`src/rtl/shot_scheduler.sv`:
```
// Shot magazine sequencer: launches slots in order with a frame-based cooldown,
// tracks in-flight slots and runs a timed reload once the magazine is spent and retired.
module shot_scheduler #(
    parameter int NUM_SHOTS       = 8,
    parameter int COOLDOWN_FRAMES = 4,
    parameter int RELOAD_FRAMES   = 32
) (
    input  logic                 clk,
    input  logic                 resetN,
    input  logic                 startOfFrame,
    input  logic                 fireReq,
    input  logic [NUM_SHOTS-1:0] shotDone,
    output logic [NUM_SHOTS-1:0] shootEnable,
    output logic [NUM_SHOTS-1:0] busy,
    output logic [3:0]           ammoLeft,
    output logic                 reloading,
    output logic                 SHP_reload
);

    // One counter serves both cooldown and reload; sized for the larger of the two.
    localparam int CNT_MAX = (COOLDOWN_FRAMES > RELOAD_FRAMES) ? COOLDOWN_FRAMES : RELOAD_FRAMES;
    localparam int CNT_W   = $clog2(CNT_MAX + 1);

    localparam logic [CNT_W-1:0] CNT_ZERO    = CNT_W'(0);
    localparam logic [CNT_W-1:0] CNT_ONE     = CNT_W'(1);
    localparam logic [CNT_W-1:0] COOL_LOAD   = CNT_W'(COOLDOWN_FRAMES);
    localparam logic [CNT_W-1:0] RELOAD_LOAD = CNT_W'(RELOAD_FRAMES);
    localparam logic [3:0]       AMMO_FULL   = 4'(NUM_SHOTS);
    localparam logic [NUM_SHOTS-1:0] NO_SLOTS = {NUM_SHOTS{1'b0}};

    typedef enum logic [1:0] {
        READY    = 2'd0,
        COOLDOWN = 2'd1,
        EMPTY    = 2'd2,
        RELOAD   = 2'd3
    } state_t;

    state_t               state_r;
    logic [3:0]           idx_r;
    logic [CNT_W-1:0]     cnt_r;

    logic [NUM_SHOTS-1:0] slot_mask_s;
    logic [NUM_SHOTS-1:0] launch_mask_s;
    logic [NUM_SHOTS-1:0] busy_next_s;
    logic                 fire_ok_s;

    function automatic logic [NUM_SHOTS-1:0] slot_onehot(input logic [3:0] slot);
        logic [NUM_SHOTS-1:0] oh;
        for (int i = 0; i < NUM_SHOTS; i++) begin
            oh[i] = (slot == 4'(i));
        end
        return oh;
    endfunction

    // Fire acceptance and next in-flight vector; a launch overrides a same-cycle done.
    always_comb begin
        slot_mask_s = slot_onehot(idx_r);
        if ((state_r == READY) && fireReq && (ammoLeft != 4'd0) &&
            ((busy & slot_mask_s) == NO_SLOTS)) begin
            fire_ok_s = 1'b1;
        end else begin
            fire_ok_s = 1'b0;
        end
        if (fire_ok_s) begin
            launch_mask_s = slot_mask_s;
        end else begin
            launch_mask_s = NO_SLOTS;
        end
        busy_next_s = (busy & ~shotDone) | launch_mask_s;
    end

    // Magazine state machine with all outputs registered.
    always_ff @(posedge clk) begin
        if (!resetN) begin
            state_r     <= READY;
            idx_r       <= 4'd0;
            cnt_r       <= CNT_ZERO;
            shootEnable <= NO_SLOTS;
            busy        <= NO_SLOTS;
            ammoLeft    <= AMMO_FULL;
            reloading   <= 1'b0;
            SHP_reload  <= 1'b0;
        end else begin
            shootEnable <= launch_mask_s;
            busy        <= busy_next_s;
            SHP_reload  <= 1'b0;
            case (state_r)
                READY: begin
                    if (fire_ok_s) begin
                        ammoLeft <= ammoLeft - 4'd1;
                        idx_r    <= idx_r + 4'd1;
                        cnt_r    <= COOL_LOAD;
                        if (ammoLeft == 4'd1) begin
                            state_r   <= EMPTY;
                            reloading <= 1'b1;
                        end else begin
                            state_r   <= COOLDOWN;
                        end
                    end
                end
                COOLDOWN: begin
                    if (cnt_r == CNT_ZERO) begin
                        state_r <= READY;
                    end else if (startOfFrame) begin
                        cnt_r <= cnt_r - CNT_ONE;
                    end
                end
                EMPTY: begin
                    reloading <= 1'b1;
                    // Reload only starts once every launched shot has retired.
                    if (busy == NO_SLOTS) begin
                        cnt_r   <= RELOAD_LOAD;
                        state_r <= RELOAD;
                    end
                end
                RELOAD: begin
                    reloading <= 1'b1;
                    if (startOfFrame) begin
                        if (cnt_r <= CNT_ONE) begin
                            cnt_r      <= CNT_ZERO;
                            SHP_reload <= 1'b1;
                            ammoLeft   <= AMMO_FULL;
                            idx_r      <= 4'd0;
                            reloading  <= 1'b0;
                            state_r    <= READY;
                        end else begin
                            cnt_r <= cnt_r - CNT_ONE;
                        end
                    end
                end
                default: begin
                    state_r <= READY;
                end
            endcase
        end
    end

endmodule

```
`config.mk`:
```
export PLATFORM = sky130hd
export DESIGN_NAME = shot_scheduler
export DESIGN_NICKNAME = d
export VERILOG_FILES = /design/src/rtl/shot_scheduler.sv
export SDC_FILE = /design/constraint.sdc
export NUM_CORES = 1
export LEC_CHECK = 0
export ABC_AREA = 1
export CAP_MARGIN = 25
export CELL_PAD_IN_SITES_DETAIL_PLACEMENT = 0
export CELL_PAD_IN_SITES_GLOBAL_PLACEMENT = 1
export CORE_MARGIN = 3
export CORE_UTILIZATION = 36
export CTS_CLUSTER_DIAMETER = 150
export DETAILED_ROUTE_END_ITERATION = 6
export PLACE_DENSITY = 0.76
export SETUP_SLACK_MARGIN = 0.1
export SLEW_MARGIN = 10
export SYNTH_ARGS = -nofsm -noshare
export SYNTH_HDL_FRONTEND = slang
export SYNTH_SLANG_ARGS = --single-unit
```
`constraint.sdc`:
```
create_clock -name clk -period 2.1 [get_ports clk]
set_clock_uncertainty 0.15 [all_clocks]
set_input_delay 0.21 -clock clk [delete_from_list [all_inputs] [get_ports clk]]
set_output_delay 0.21 -clock clk [all_outputs]
set_load 0.02 [all_outputs]
```
Yosys cells after proc, flatten, opt, wreduce, memory -nomap -nowiden
Index checks and enable logic that the tools add are counted.
{ "word_totals": {"ff_bits": 34, "in_bits": 12} }
{ "op_classes": {"addsub": 3, "n_lt_le_gt_ge": 1, "eq_ne": 19, "mux": 30, "n_bitwise": 4, "reduce_logical": 16} }
{ "op_table": {"columns": ["cell", "n"], "rows": [
  ["$mux W6", 6],
  ["$mux W4", 6],
  ["$pmux W6 S4", 1],
  ["$and A8 B8 Y8", 2],
  ["$eq A4 B3 Y1 const B", 4],
  ["$logic_not A8 Y1", 2],
  ["$pmux W4 S2", 2],
  ["$ne A2 B2 Y1 const B", 7],
  ["$mux W2", 6],
  ["$reduce_and A5 Y1", 2],
  ["$eq A4 B1 Y1 const B", 2],
  ["$eq A4 B2 Y1 const B", 2],
  ["$mux W8", 1],
  ["$not A8 Y8", 1],
  ["$or A8 B8 Y8", 1],
  ["$pmux W2 S4", 1],
  ["$le A6 B1 Y1 const B", 1],
  ["$logic_not A6 Y1", 1],
  ["$mux W1", 6],
  ["$reduce_and A3 Y1", 2],
  ["$sub A6 B1 Y6 const B", 1],
  ["$add A4 B1 Y4 const B", 1],
  ["$eq A2 B2 Y1 const B", 2],
  ["$logic_not A4 Y1", 1],
  ["other kinds (10)", 12]
]} }

Depth between registers and ports, before layout
{ "logic_depth": {"word_depth": 7, "depth_mapped": 13} }

Worst setup path before layout
No wires, ideal clock.
{ "synth_timing": {"kind": "register to register", "from": "reg ammoLeft[0]", "to": "reg ammoLeft[1]", "setup_ns": 0.116, "arrival_ns": 1.550, "required_ns": 1.834, "setup_slack_ns": 0.284, "path_stages_with_launch": 11, "synth_period_minus_slack_ns": 1.816, "path_cell_list": "dfxtp_1 -> inv_1 -> ha_1 -> nand3_1 -> nand3_1 -> nor2_2 -> nand2_2 -> nand2_4 -> nand2_4 -> o21ai_0 -> nor2_1"} }
{ "synth_between": {"elab_chain_len": 6, "elab_cells_between_ends": 9} }
{ "synth_rtl": {"columns": ["element", "line_no", "source"], "rows": [
  ["start, declared", "15", "output logic [3:0] ammoLeft,"],
  ["start signal, assigned", "90", "ammoLeft <= ammoLeft - 4'd1;"],
  ["parallel branches: the longest is 6 deep, another holds $sub A4 B1 Y4", null, null]
]} }
Parallel ways; which one is timed is not known. The select of a mux whose other input is x is not followed.
A chain may end at the register's enable or synchronous reset.

Worst setup path after layout
{ "layout_timing": {"from": "reg idx_r[0]", "to": "reg idx_r[2]"} }
{ "layout_between": {"elab_chain_len": 7, "elab_cells_between_ends": 17} }
{ "layout_rtl": {"columns": ["element", "line_no", "source"], "rows": [
  ["start, declared", "39", "logic [3:0] idx_r;"],
  ["start signal, assigned", "91", "idx_r <= idx_r + 4'd1;"],
  ["$eq A4 B1 Y1, or another cell as far along", "50", "oh[i] = (slot == 4'(i));"],
  ["$and A8 B8 Y8", "59", "((busy & slot_mask_s) == NO_SLOTS)) begin"],
  ["$logic_not A8 Y1", "59", null],
  ["$logic_and A1 B1 Y1", "58", "if ((state_r == READY) && fireReq && (ammoLeft != 4'd0) &&"],
  ["$mux W1", "58", null],
  ["$ne A2 B2 Y1 (no line)", null, null],
  ["$reduce_and A4 Y1 (no line)", null, null]
]} }
Parallel ways exist; a longest one is shown, timed or not. The select of a mux whose other input is x is not followed.

==> impl_metrics.csv <==
group,metric,value,unit
status,status,"finished clean",
floorplanning,num_rows,25,
cells_and_area,ff_latch_area,683,sq um
power,power_leakage,1.02,nW
timing,setup_viol,0,
cells_and_area,num_antenna_cells,0,
synthesis,synth_top_family_by_area,"simple AND/OR/NAND/NOR gates",
global_route,grt_max_degree,15,
drt,antenna_left,0,
synthesis,syn_area,1790,sq um
timing,post-route-period-util,88.5,%
synthesis,yosys_warnings,0,
synthesis,synth_edf_count,0,
synthesis,synthAdderAreaFrac,5.60,%
cells_and_area,drive_gt1_share,9.86,%
synthesis,synth_seq_cells,34,
timing,max_freq,0.538,GHz
cells_and_area,final.fill_count,497,
drt,vias_per_cell,4.48,
floorplanning,start_util,37.6,%
global_route,met1_usage,22.2,%
floorplanning,core-area,4750,sq um
synthesis,synth-seq-area-share,38.1,%
synthesis,netlist_instances,253,
drt,via_count,1619,
synthesis,synth_area_leaders,"dfxtp_1 (38%), nor2_1 (11%), nand2_1 (8.4%)",
timing,hold_viol_final,0,
global_route,use_met2,21.7,%
global_route,grt_pass1_vias,1515,
cells_and_area,syn2layout_area_growth,29.2,%
min_path,holdPathEnd,"reloading",
cts,clock_sinks,34,
timing,grt_setup_unrepaired,"yes",
floorplanning,fp.dieH,76.5,um
cts,clockBufferDepth,2,
placement,gp_congestion,0.777,
cts,clk_latency,0.28,ns
global_route,antenna_found_initial,0,
timing,min_period,1.86,ns
worst_setup_path,crit_type,"reg -> reg",
global_route,grt_use_total,15.3,%
timing,worstMarginPinSlew,0.384,ns
power,ir_drop,0.564,mV
cells_and_area,nets,313,
synthesis,ys_types,32,
timing,maxSlewHeadroom,74.3,%
run,cap_violations,0,
synthesis,synth_top_area_cell,"dfxtp_1",
synthesis,synth_nets,273,
cts,hold_buffers,0,
worst_setup_path,cp_max_fo,9,
cells_and_area,stdcell_area,2310,sq um
synthesis,syn_area_per_cell,7.07,sq um
placement,dpl.hpwl,3210,um
floorplanning,io_pins,34,
min_path,worst_hold_path.num_cells,2,
worst_setup_path,required,2.12,ns
global_route,gr-total-overflow,0,
synthesis,synth_simple_gate_area_share,34.8,%
worst_setup_path,reg2regPathDepth,10,
global_route,use_met3,4.26,%
placement,numPortBuffers,33,
global_route,busiest_layer,"met1",
cts,cts_tree,"built",
power,powerDensity,1250,nW/um^2
placement,dp.cells,353,
worst_setup_path,cp-end-kind,"flip-flop",
timing,slew_violations,0,
floorplanning,die_area,5850,sq um
placement,dpl_cell_area,2210,sq um
min_path,hold_path_startpoint,"reloading",
drt,first_iter_violations,63,
cts,cts-root-buf,"clkbuf_8",
worst_setup_path,reg2reg_slack,0.24,ns
worst_setup_path,cp.arrival,1.88,ns
floorplanning,die_x,76.5,um
cells_and_area,multi_input_area,928,sq um
drt,drtPass1Iterations,4,
drt,remaining_drc_errors,0,
drt,wire_per_inst,11.5,um
worst_setup_path,critPathLaunchType,"flip-flop",
worst_setup_path,r2r-end,"idx_r[2]",
drt,wirelength,4170,um
synthesis,async_flop_share,0,%
cts,numCtsBuffers,5,
synthesis,synthFlopType,"dfxtp_1",
synthesis,synth_compound_area_share,8.54,%
cts,cts.clk_slew.worst_paths,0.06,ns
worst_setup_path,r2r-start,"idx_r[0]",
synthesis,synth_mux_area_share,0,%
global_route,grt_pass1_wl,7250,um
cells_and_area,fin_cells,361,
cts,cts-htree-levels,2,
synthesis,synth_xor_area_share,2.45,%
timing,tns,0,ns
synthesis,yosys.area.top_type_share,38.1,%
min_path,hp-class,"reg -> reg",
[worst max-delay path by stage]
| stage | from | to | slack (ns) |
|---|---|---|---|
| after floorplan | ammoLeft[0] | ammoLeft[1] | 0.28 |
| after global placement | idx_r[0] | idx_r[1] | 0.18 |
| after CTS | idx_r[0] | idx_r[2] | 0.12 |
| after global routing | idx_r[0] | ammoLeft[3] | 0.09 |
| final | idx_r[0] | idx_r[2] | 0.24 |
| after detailed placement | idx_r[0] | ammoLeft[3] | 0.13 |
[registers in the layout, summed over array words and instances (netlist names)]
name / count
busy: 8
shootEnable: 8
cnt_r: 6
ammoLeft: 4
idx_r: 4
state_r: 2
SHP_reload: 1
reloading: 1
[per-layer routing]
layer | wire, um | up-vias
met5 | 0 | -
met2 | 1650 | 34
met1 | 2300 | 700
met4 | 59 | 0
met3 | 166 | 6
li1 | - | 879
[Yosys cell counts, types with 2 or more instances]
cell type	instances
a21oi_1	4
a31oi_1	2
buf_2	2
dfxtp_1	34
ha_1	8
inv_1	38
nand2_1	40
nand2_2	3
nand2_4	2
nand3_1	19
nand3b_1	5
nand4_1	7
nor2_1	51
nor2_2	3
nor3_1	2
o21ai_0	13
o32ai_1	2
xor2_1	4
[report_power, final]
group | switching (mW) | total, mW | internal [mW]
logic | 0.893 | 1.47 | 0.578
registers | 0.133 | 0.923 | 0.791
clock network | 0.225 | 0.489 | 0.264
total | 1.25 | 2.88 | 1.63
[placed cells by master (no fill, tap or decap), types with 3 or more instances in the layout]
cell,Yosys,routed
nor2_1,51,51
nand2_1,40,40
inv_1,38,38
clkdlybuf4s50_1,0,33
dfxtp_1,34,32
nand3_1,19,18
o21ai_0,13,13
ha_1,8,8
nand4_1,7,7
clkbuf_8,0,6
nand3b_1,5,5
buf_4,1,5
xor2_1,4,4
nand2_2,3,3
nor2_2,3,3
a21oi_1,4,3
[repair_timing]
action	CTS	global route
setup buffers	0	0
hold endpoints to repair	0	0
resized for setup	0	4
setup endpoints to repair	0	26
[area by class of cell]
type	count	area share (%)
inverters	40	6.72
flip-flops and latches	34	29.6
well taps	67	3.63
clock buffers	7	3.74
repair buffers	38	15.9
clock inverters	1	0.217
multi-input cells	174	40.2
[worst max-delay path: stages (launching register included)]
cell	delay [ns]
dfxtp_2	0.38
inv_1	0.07
ha_1	0.25
nand3_2	0.13
o21ai_2	0.06
nor2_2	0.13
nand2_2	0.09
nand2_4	0.13
nand2_4	0.12
o21ai_0	0.18
nor2_1	0.05
[cells by family after synthesis]
kind of cell | after synthesis
and+or+nand+nor | 135
buffers and inverters | 45
DFF | 34
AOI/OAI and AO/OA | 26
adders and majority gates | 8
xor gates and xnor gates | 5
[per-stage QoR]
step	hold WS (ns)	power [mW]	utilization [%]	setup slack (ns)
after floorplan	0.174	1.98	-	0.284
after global placement	0.332	2.40	46.4	0.182
after detailed placement	0.320	2.40	46.4	0.131
after CTS	0.342	2.90	48.3	0.125
after global routing	0.359	3.17	48.6	0.0902
final	0.332	2.88	48.6	0.241
No activity file was read; power rests on OpenSTA's default activity.
